[src/rtl/repair_pkg.sv]
// Shared definitions for the MBTRAIN REPAIR initiator and responder.
// Holds the sideband message codes exchanged during REPAIR, the 3-bit
// lane degrade encodings, the state encodings of both sides and small
// helpers that map lane-health results and send states onto codes.
package repair_pkg;

    // Decoded sideband message codes (0000 means "no message")
    localparam logic [3:0] MSG_NONE             = 4'b0000;
    localparam logic [3:0] MSG_INIT_REQ         = 4'b0001;
    localparam logic [3:0] MSG_INIT_RESP        = 4'b0010;
    localparam logic [3:0] MSG_APPLY_DEG_REQ    = 4'b0011;
    localparam logic [3:0] MSG_APPLY_DEG_RESP   = 4'b0100;
    localparam logic [3:0] MSG_END_REQ          = 4'b0101;
    localparam logic [3:0] MSG_END_RESP         = 4'b0110;

    // Degrade encodings reported with APPLY_DEGRADE_REQUEST
    localparam logic [2:0] ENC_NONE   = 3'b000;
    localparam logic [2:0] ENC_FIRST  = 3'b001;
    localparam logic [2:0] ENC_SECOND = 3'b010;
    localparam logic [2:0] ENC_BOTH   = 3'b011;

    // Initiator states
    typedef enum logic [2:0] {
        TX_IDLE,
        TX_SEND_INIT,
        TX_SEND_DEGRADE,
        TX_SEND_END,
        TX_TEST_FINISH,
        TX_TIMEOUT
    } tx_state_e;

    // Responder states
    typedef enum logic [2:0] {
        RX_IDLE,
        RX_WAIT_INIT,
        RX_WAIT_DEGRADE,
        RX_WAIT_END,
        RX_TEST_FINISH,
        RX_TIMEOUT
    } rx_state_e;

    // Map the two half-link health results onto the degrade encoding
    function automatic logic [2:0] lane_encoding(input logic first_ok,
                                                 input logic second_ok);
        logic [2:0] enc;
        case ({second_ok, first_ok})
            2'b11:   enc = ENC_BOTH;
            2'b01:   enc = ENC_FIRST;
            2'b10:   enc = ENC_SECOND;
            default: enc = ENC_NONE;
        endcase
        return enc;
    endfunction

    // Response code that completes the handshake of a given send state
    function automatic logic [3:0] response_for(input tx_state_e st);
        logic [3:0] code;
        case (st)
            TX_SEND_INIT:    code = MSG_INIT_RESP;
            TX_SEND_DEGRADE: code = MSG_APPLY_DEG_RESP;
            TX_SEND_END:     code = MSG_END_RESP;
            default:         code = MSG_NONE;
        endcase
        return code;
    endfunction

endpackage

[src/rtl/repair_tx_sb_valid_ctrl.sv]
// Sideband transmit-request control shared by the REPAIR initiator and
// responder. A pending request is armed on state entry; valid is raised
// once the other side does not own the transmit path, and both drop
// when the sideband reports the end of the message.
// Ports:
//   clk, rst_n         clock, asynchronous active-low reset
//   clear_i            abort: drop pending and valid
//   set_i              arm a new request (state entry)
//   valid_rx_i         the other side currently owns the transmit path
//   busy_negedge_i     sideband finished sending the current message
//   pending_o          request armed but not yet completed
//   valid_o            transmit request towards the sideband
module sb_valid_ctrl (
    input  logic clk,
    input  logic rst_n,
    input  logic clear_i,
    input  logic set_i,
    input  logic valid_rx_i,
    input  logic busy_negedge_i,
    output logic pending_o,
    output logic valid_o
);

    logic pending_q, pending_d;
    logic valid_q, valid_d;

    // Arming a request on entry outranks a stale busy negedge; the busy
    // negedge in turn outranks raising valid in the same cycle. Once
    // valid is high the other side's ownership is no longer consulted.
    always_comb begin
        pending_d = pending_q;
        valid_d   = valid_q;
        if (clear_i) begin
            pending_d = 1'b0;
            valid_d   = 1'b0;
        end else if (set_i) begin
            pending_d = 1'b1;
            valid_d   = 1'b0;
        end else if (busy_negedge_i) begin
            pending_d = 1'b0;
            valid_d   = 1'b0;
        end else if (pending_q && !valid_q && !valid_rx_i) begin
            valid_d   = 1'b1;
        end
    end

    always_ff @(posedge clk or negedge rst_n) begin
        if (!rst_n) begin
            pending_q <= 1'b0;
            valid_q   <= 1'b0;
        end else begin
            pending_q <= pending_d;
            valid_q   <= valid_d;
        end
    end

    assign pending_o = pending_q;
    assign valid_o   = valid_q;

endmodule

[src/rtl/repair_tx.sv]
// MBTRAIN REPAIR initiator. Runs the INIT, APPLY_DEGRADE and END sideband
// handshakes in order, reports the local lane-health degrade encoding to
// the partner and acknowledges completion (or a response timeout) to
// mbtrain.
// Ports:
//   clk, rst_n                         clock, asynchronous active-low reset
//   i_en                               REPAIR enable; low aborts to IDLE
//   i_local_first/second_8_lanes_ok    local lane-health results
//   i_sideband_message                 decoded received message
//   i_busy_negedge_detected            sideband finished current message
//   i_valid_rx                         responder owns the transmit path
//   o_sideband_message                 message to transmit
//   o_sideband_data_lanes_encoding     degrade encoding
//   o_valid_tx                         transmit request
//   o_test_ack, o_repair_fail          completion and result
//   o_timeout                          a response wait expired
module repair_tx
    import repair_pkg::*;
#(
    parameter int TIMEOUT_CYCLES = 8000,
    parameter int CNT_W          = 13
) (
    input  logic       clk,
    input  logic       rst_n,
    input  logic       i_en,
    input  logic       i_local_first_8_lanes_ok,
    input  logic       i_local_second_8_lanes_ok,
    input  logic [3:0] i_sideband_message,
    input  logic       i_busy_negedge_detected,
    input  logic       i_valid_rx,
    output logic [3:0] o_sideband_message,
    output logic [2:0] o_sideband_data_lanes_encoding,
    output logic       o_valid_tx,
    output logic       o_test_ack,
    output logic       o_repair_fail,
    output logic       o_timeout
);

    localparam logic [CNT_W-1:0] CNT_LAST = CNT_W'(TIMEOUT_CYCLES - 1);

    tx_state_e        state_q, state_d;
    logic [3:0]       msg_q, msg_d;
    logic [2:0]       enc_q, enc_d;
    logic             resp_seen_q, resp_seen_d;
    logic             ack_q, ack_d;
    logic             fail_q, fail_d;
    logic             timeout_q, timeout_d;
    logic [CNT_W-1:0] cnt_q, cnt_d;
    logic             resp_hit;
    logic             vc_set, vc_clear;
    logic             pending, valid;

    sb_valid_ctrl u_valid_ctrl (
        .clk            (clk),
        .rst_n          (rst_n),
        .clear_i        (vc_clear),
        .set_i          (vc_set),
        .valid_rx_i     (i_valid_rx),
        .busy_negedge_i (i_busy_negedge_detected),
        .pending_o      (pending),
        .valid_o        (valid)
    );

    // A handshake completes once our request has left the sideband and the
    // matching response has been seen, either earlier or in this cycle.
    // The timeout counter only runs after the request has been sent, and
    // a response arriving in the last counted cycle still wins.
    always_comb begin
        state_d     = state_q;
        msg_d       = msg_q;
        enc_d       = enc_q;
        resp_seen_d = resp_seen_q;
        ack_d       = ack_q;
        fail_d      = fail_q;
        timeout_d   = timeout_q;
        cnt_d       = cnt_q;
        vc_set      = 1'b0;
        vc_clear    = 1'b0;
        resp_hit    = 1'b0;

        if (!i_en) begin
            state_d     = TX_IDLE;
            msg_d       = MSG_NONE;
            resp_seen_d = 1'b0;
            ack_d       = 1'b0;
            fail_d      = 1'b0;
            timeout_d   = 1'b0;
            cnt_d       = '0;
            vc_clear    = 1'b1;
        end else begin
            case (state_q)
                TX_IDLE: begin
                    state_d = TX_SEND_INIT;
                    enc_d   = lane_encoding(i_local_first_8_lanes_ok,
                                            i_local_second_8_lanes_ok);
                    msg_d   = MSG_INIT_REQ;
                    cnt_d   = '0;
                    vc_set  = 1'b1;
                end
                TX_SEND_INIT, TX_SEND_DEGRADE, TX_SEND_END: begin
                    resp_hit = (i_sideband_message == response_for(state_q));
                    if (!pending && !valid && (resp_seen_q || resp_hit)) begin
                        resp_seen_d = 1'b0;
                        cnt_d       = '0;
                        case (state_q)
                            TX_SEND_INIT: begin
                                state_d = TX_SEND_DEGRADE;
                                msg_d   = MSG_APPLY_DEG_REQ;
                                vc_set  = 1'b1;
                            end
                            TX_SEND_DEGRADE: begin
                                state_d = TX_SEND_END;
                                msg_d   = MSG_END_REQ;
                                vc_set  = 1'b1;
                            end
                            default: begin
                                state_d = TX_TEST_FINISH;
                                msg_d   = MSG_NONE;
                                ack_d   = 1'b1;
                                fail_d  = (enc_q == ENC_NONE);
                            end
                        endcase
                    end else begin
                        resp_seen_d = resp_seen_q | resp_hit;
                        if (!pending) begin
                            if (cnt_q == CNT_LAST) begin
                                state_d     = TX_TIMEOUT;
                                msg_d       = MSG_NONE;
                                timeout_d   = 1'b1;
                                resp_seen_d = 1'b0;
                                cnt_d       = '0;
                            end else begin
                                cnt_d = cnt_q + CNT_W'(1);
                            end
                        end
                    end
                end
                default: begin
                    state_d = state_q;
                end
            endcase
        end
    end

    always_ff @(posedge clk or negedge rst_n) begin
        if (!rst_n) begin
            state_q     <= TX_IDLE;
            msg_q       <= MSG_NONE;
            enc_q       <= ENC_NONE;
            resp_seen_q <= 1'b0;
            ack_q       <= 1'b0;
            fail_q      <= 1'b0;
            timeout_q   <= 1'b0;
            cnt_q       <= '0;
        end else begin
            state_q     <= state_d;
            msg_q       <= msg_d;
            enc_q       <= enc_d;
            resp_seen_q <= resp_seen_d;
            ack_q       <= ack_d;
            fail_q      <= fail_d;
            timeout_q   <= timeout_d;
            cnt_q       <= cnt_d;
        end
    end

    assign o_sideband_message             = msg_q;
    assign o_sideband_data_lanes_encoding = enc_q;
    assign o_valid_tx                     = valid;
    assign o_test_ack                     = ack_q;
    assign o_repair_fail                  = fail_q;
    assign o_timeout                      = timeout_q;

endmodule

[config.mk]
export PLATFORM = sky130hd
export DESIGN_NAME = repair_tx
export DESIGN_NICKNAME = d
export VERILOG_FILES = /design/src/rtl/repair_pkg.sv /design/src/rtl/repair_tx_sb_valid_ctrl.sv /design/src/rtl/repair_tx.sv
export SDC_FILE = /design/constraint.sdc
export NUM_CORES = 1
export LEC_CHECK = 0
export ABC_AREA = 1
export CORE_MARGIN = 2
export CORE_UTILIZATION = 48
export DETAILED_ROUTE_END_ITERATION = 10
export PLACE_DENSITY = 0.74
export SETUP_SLACK_MARGIN = 0.02
export SLEW_MARGIN = 0
export SYNTH_ARGS = -nofsm -noshare
export SYNTH_HDL_FRONTEND = slang
export SYNTH_SLANG_ARGS = --single-unit
[constraint.sdc]
create_clock -name clk -period 1.5 [get_ports clk]
set_clock_uncertainty 0.2 [all_clocks]
set_input_delay 0.45 -clock clk [delete_from_list [all_inputs] [get_ports clk]]
set_output_delay 0.45 -clock clk [all_outputs]
set_load 0.01 [all_outputs]
==> results of run 1 <==
[repair_timing]
| action | CTS | global route |
|---|---|---|
| pin swaps | 8 | 16 |
| resized for setup | 49 | 29 |
| setup buffers | 9 | 7 |
| endpoints found under the setup margin | 36 | 36 |
[worst max-delay path, stage by stage, from the launching register on]
cell and delay [ps]:
dfrtp_1 380, ha_2 190, nand3_2 90, nor2_4 140, nand3_2 110, nand2_2 110
inv_4 60, a21oi_4 160, buf_6 160, nor2_1 50
[final timing paths]
| path | slack (ps) | from | end |
|---|---|---|---|
| setup reg to reg | -240 | cnt_q[0] | cnt_q[12] |
| min in group clk | 320 | o_timeout | o_timeout |
| hold / removal | 250 | rst_n | cnt_q[5] |
| setup / recovery | -240 | cnt_q[0] | cnt_q[12] |
| hold reg to reg | 320 | o_timeout | o_timeout |
| max in group asynchronous | 680 | rst_n | state_q[0] |
[Yosys cell counts]
master,count
or2_1,1
conb_1,1
nor3_1,1
nand3b_1,1
xor2_1,3
nor2_2,3
a21oi_2,1
nand2_2,3
inv_1,25
dfrtp_1,27
o21ai_0,8
nor2_4,2
xnor2_1,3
nor3_4,1
inv_2,3
nand3_1,12
a21oi_4,1
nand3_2,3
buf_4,2
nand2_1,46
ha_1,1
mux2_2,2
nand4_1,9
nand2_4,5
nor2_1,25
a21oi_1,4
[per-layer routing]
metal | routed length, um | global-route usage [%] | share of wire, %
met2 | 1938 | 34.87 | 50
met1 | 1776 | 31.25 | 46
met3 | 117 | 1.279 | 3.0
met5 | 0 | 0 | 0
met4 | 71 | 9.006 | 1.8
[kinds of logic (layout without fill, tap and decap cells)]
group           count (synthesis)  count (layout)  share of synthesized area [%]
mux                             2               2                          1.466
other cells                     1               2                         0.2441
fa+ha+maj                       1               1                         0.8142
buf+inv                        30             106                          7.817
compound gates                 14              14                          5.538
flops                          27              27                          43.97
simple gates                  112             112                          36.73
xor+xnor                        6               6                          3.421
[final cells by class]
class,count,area (um^2)
Tap cell,44,55.05
Inverter,28,110.1
Clock buffer,4,26.28
Timing Repair Buffer,74,586.8
Multi-Input combinational cell,137,847.1
Fill cell,221,749.5
Sequential cell,27,678.2
[power breakdown]
group / leakage, uW / internal [uW] / switching [uW]
logic: 0.000792 / 669 / 819
clock network: 0.0000150 / 104 / 225
registers: 0.000364 / 835 / 79.6
[state kept, by name (all words and copies together), names as in the netlist]
signal and cells:
cnt_q 13, o_repair_fail 1, o_sideband_data_lanes_encoding 2, o_sideband_message 3, o_test_ack 1, o_timeout 1, resp_seen_q 1, state_q 3
u_valid_ctrl.pending_o 1, u_valid_ctrl.valid_o 1
[metrics by stage]
stage	power (uW)	hold WS, ps	worst slack [ps]	utilization [%]
global route	2910	263.3	-346.2	75.45
CTS	2545	259.6	-189.0	70.86
floorplan	1534	-45.59	-91.67	-
global placement	2093	265.7	-568.5	68.40
detailed placement	2121	271.4	-641.0	68.40
finish	2732	252.7	-235.4	75.45
==> run summary, run 1 <==
outcome: complete, but fails checks
failing checks: setup timing
Yosys top cell by area: dfrtp_1
die height: 60.58 um
Port Buffer Count: 19
worst skew pair latency: 330 ps
H-tree levels: 1
core footprint: 3053 um^2
CP Capture Type: flip-flop
FP Rows: 20
largest net degree at the start of global routing: 28
placed insts: 295
final setup vio count: 36
routability cong.: 0.8800
Hold/Removal Path Class: in2async
Worst-path clk slew: 150 ps
vias in the first global route: 1437
DRT antenna net count: 0
DRC Markers: 0
CTS sink cnt: 27
Syn. warnings: 0
routed length per placed instance: 12.43 um
die area: 3669 um^2
f_max: 576.2 MHz
CTS tree: built
Max Root-Sink Buffers: 2
final wirelength: 3903 um
min Tclk post-route: 1735 ps
Hold Vio Cnt, Final: 0
area delta synth->final: 49.92%
Die X-Extent: 60.58 um
Yosys reg bits: 27
Final Non-Filler Cells: 314
# nets final: 283
power density cells: 1186 nW/um^2
share of cells above drive strength 1: 42.96%
Crit path required time: 1540 ps
syn avg cell area: 7.961 um^2
Worst R2R Path Depth: 9
PnR worst setup slack: -235.4 ps
Startpoint Class: flip-flop
sequential share of the synthesized area: 43.97%
CTS Hold Bufs: 0
commonest non-fill, non-tap cell in the layout: buf_4
max-cap violations: 0
CP max FO: 6
Max Transition Viols Final: 0
Lkg Pwr: 0.001171 uW
peak supply drop: 0.7800 mV
antenna cells: 0
WS Path Type: reg2reg
design area: 2303 um^2
drt first pass iters: 4
final period utilization: 115.7%
synth top area cells: dfrtp_1, nand2_1, inv_1
first-pass GRT wire length: 6037 um
initial antenna violation count: 0
Synth cell types: 26
gr usage total: 21.89%
number of vias per cell: 4.904
TritonCTS Buffers: 3
HPWL Detailed: 2557 um
crit path DAT: 1780 ps
Starting Density: 50.33%
Syn Std Cell Area: 1536 um^2
RSZ-0062 raised after global routing: true
setup tns final: -5115 ps
Yosys top cell area share: 43.97%
placed cell areas: 2088 um^2
grt total ovfl: 0
Starting DRT DRC Count: 66
root buffer cell: clkbuf_4
IO Count: 22
synthesized instance count: 193
via count: 1540
most frequent cells in the layout: buf_4, nand2_1, inv_1, dfrtp_1, nor2_1
No activity file was read; power rests on OpenSTA's default activity.
==> run 2: changes to the inputs <==
--- a/config.mk
+++ b/config.mk
@@ -7,9 +7,8 @@
 export LEC_CHECK = 0
 export ABC_AREA = 1
 export CORE_MARGIN = 2
-export CORE_UTILIZATION = 48
+export CORE_UTILIZATION = 25
 export DETAILED_ROUTE_END_ITERATION = 10
-export PLACE_DENSITY = 0.74
 export SETUP_SLACK_MARGIN = 0.02
 export SLEW_MARGIN = 0
 export SYNTH_ARGS = -nofsm -noshare
==> run 2 against run 1 <==
Compared with the run above:
- combinational power is essentially flat
- critical path type unchanged
- worst setup slack better by 8.1 ps
- first-iteration DRC count down 3.0%
- the flow still finishes with violations (setup timing)
==> run summary, run 2 (same netlist as run 1, synthesis figures left out) <==
outcome: complete, but fails checks (unchanged)
failing checks: setup timing (unchanged)
PnR worst setup slack: -227.3 ps (was -235.4 ps)
via count: 1469 (was 1540)
setup tns final: -4181 ps (was -5115 ps)
final period utilization: 115.2% (was 115.7%)
Die X-Extent: 82.40 um (was 60.58 um)
DRT antenna net count: 0 (unchanged)
drt first pass iters: 4 (unchanged)
FP Rows: 28 (was 20)
H-tree levels: 1 (unchanged)
Max Transition Viols Final: 0 (unchanged)
Max Root-Sink Buffers: 2 (unchanged)
CTS tree: built (unchanged)
worst flop-to-flop path startpoint: cnt_q[1] (was cnt_q[0])
vias in the first global route: 1451 (was 1437)
switching power: 1147 uW (was 1124 uW)
CP max FO: 10 (was 6)
register area: 678.2 um^2 (unchanged)
cell internal pwr: 1714 uW (was 1609 uW)
grt total ovfl: 0 (unchanged)
routed length per placed instance: 11.59 um (was 12.43 um)
R2R setup slack: -230 ps (was -240 ps)
reg2reg end: cnt_q[4] (was cnt_q[12])
TritonCTS Buffers: 3 (unchanged)
Worst-path clk slew: 100 ps (was 150 ps)
HPWL Detailed: 2829 um (was 2557 um)
final wirelength: 3919 um (was 3903 um)
# nets final: 276 (was 283)
final core utilization: 39.60% (was 75.45%)
antenna cells: 0 (unchanged)
power density cells: 1220 nW/um^2 (was 1186 nW/um^2)
final setup vio count: 27 (was 36)
number of vias per cell: 4.346 (was 4.904)
Starting DRT DRC Count: 64 (was 66)
Pwr Total: 2861 uW (was 2732 uW)
max-cap violations: 0 (unchanged)
initial antenna violation count: 0 (unchanged)
largest net degree at the start of global routing: 28 (unchanged)
min Tclk post-route: 1727 ps (was 1735 ps)
CTS sink cnt: 27 (unchanged)
IO Count: 22 (unchanged)
RSZ-0062 raised after global routing: true (unchanged)
Multi-input gate area: 867.1 um^2 (was 847.1 um^2)
die height: 82.40 um (was 60.58 um)
crit path from: cnt_q[1] (was cnt_q[0])
CP Capture Type: flip-flop (unchanged)
root buffer cell: clkbuf_8 (was clkbuf_4)
routability cong.: 0.8209 (was 0.8800)
fillers: 603 (was 221)
combinational power share: 52.1% (was 54.5%)
Lkg Pwr: 0.001151 uW (was 0.001171 uW)
Place WS: -621.1 ps (was -641.0 ps)
share of cells above drive strength 1: 41.06% (was 42.96%)
gr usage total: 12.67% (was 21.89%)
Flop pwr share: 32.4% (was 33.5%)
switching share of power: 40.11% (was 41.13%)
f_max: 578.9 MHz (was 576.2 MHz)
peak supply drop: 0.6074 mV (was 0.7800 mV)
die area: 6789 um^2 (was 3669 um^2)
worst skew pair latency: 290 ps (was 330 ps)
WS Path Type: reg2reg (unchanged)
Port Buffer Count: 19 (unchanged)
core footprint: 5921 um^2 (was 3053 um^2)
Clock power frac: 15.5% (was 12.1%)
max FFs per register: 13 (unchanged)
CTS Hold Bufs: 0 (unchanged)
crit path DAT: 1700 ps (was 1780 ps)
Startpoint Class: flip-flop (unchanged)
most frequent cells in the layout: buf_4, nand2_1, dfrtp_1, inv_1, nor2_1 (was buf_4, nand2_1, inv_1, dfrtp_1, nor2_1)
Worst Setup EP: cnt_q[4] (was cnt_q[12])
commonest non-fill, non-tap cell in the layout: buf_4 (unchanged)
Starting Density: 25.95% (was 50.33%)
Largest Register: cnt_q (unchanged)
Hold Vio Cnt, Final: 0 (unchanged)
first-pass GRT wire length: 6541 um (was 6037 um)
area delta synth->final: 52.61% (was 49.92%)
Hold/Removal Path Class: reg2reg (was in2async)
Worst R2R Path Depth: 9 (unchanged)
DRC Markers: 0 (unchanged)
Crit path required time: 1480 ps (was 1540 ps)
run 2: cell types whose count changed in the layout (fill, tap and decap cells not counted), moves of 4 or more:
| cell | delta |
|---|---|
| nand2_1 | -4 |
| nand2_2 | +5 |
| buf_4 | -6 |
| nor2_1 | +7 |
| nand3_2 | -4 |
| nor2_2 | -7 |
| o21ai_1 | -4 |
run 2: final cells by class:
cell class / instances / share of cell area (%)
flip-flops and latches: 27 / 28.92
well taps: 75 / 4.002
clock inverters: 1 / 0.3202
inverters: 28 / 4.803
multi-input cells: 137 / 36.98
clock buffers: 3 / 1.761
repair buffers: 67 / 23.21
run 2: timing repair:
item,CTS,global route
hold endpoints to repair,0,0
setup endpoints to repair,36,36
gates resized for setup,63,17
pin swaps,7,11
buffers inserted,4,5
run 2: how the worst min path moves through the flow:
stage	from	to	slack, ps	cells after the start
after CTS	o_sideband_message[0]	o_sideband_message[0]	300	2
after floorplan	rst_n	cnt_q[0]	-50	0
after global routing	o_sideband_message[0]	o_sideband_message[0]	320	2
final	o_sideband_message[0]	o_sideband_message[0]	300	2
after detailed placement	o_sideband_message[0]	o_sideband_message[0]	270	2
after global placement	o_sideband_message[0]	o_sideband_message[0]	270	2
run 2: layer usage:
metal | up-vias | GRT usage [%] | share of wire, %
met2 | 25 | 20.40 | 47
met1 | 695 | 17.05 | 48
li1 | 744 | - | -
met3 | 5 | 1.304 | 2.8
met4 | 0 | 5.833 | 1.7
met5 | - | 0 | 0
run 2: power by group through the flow:
stage / combinational (uW) / sequential, uW / clock (uW)
2_1_floorplan: 591 / 943 / 0
3_3_place_gp: 1210 / 918 / 0
3_5_place_dp: 1210 / 922 / 0
4_1_cts: 1370 / 916 / 463
5_1_grt: 1630 / 939 / 487
6_report: 1490 / 926 / 444
run 2: worst max-delay path: stages, from the launching register on:
cell	delay [ps]
dfrtp_1	420
ha_4	170
nand3_4	80
nor2_4	130
nand3_4	110
nand2_4	110
inv_6	50
a21oi_4	160
buf_12	140
nor2_1	50
run 2: through the flow:
step           std cells  area, um^2  hold slack [ps]
2_1_floorplan        194        1545           -45.59
3_3_place_gp         325        2120            268.1
3_5_place_dp         325        2120            268.5
4_1_cts              333        2237            302.7
5_1_grt              338        2345            323.0
6_report             338        2345            298.3
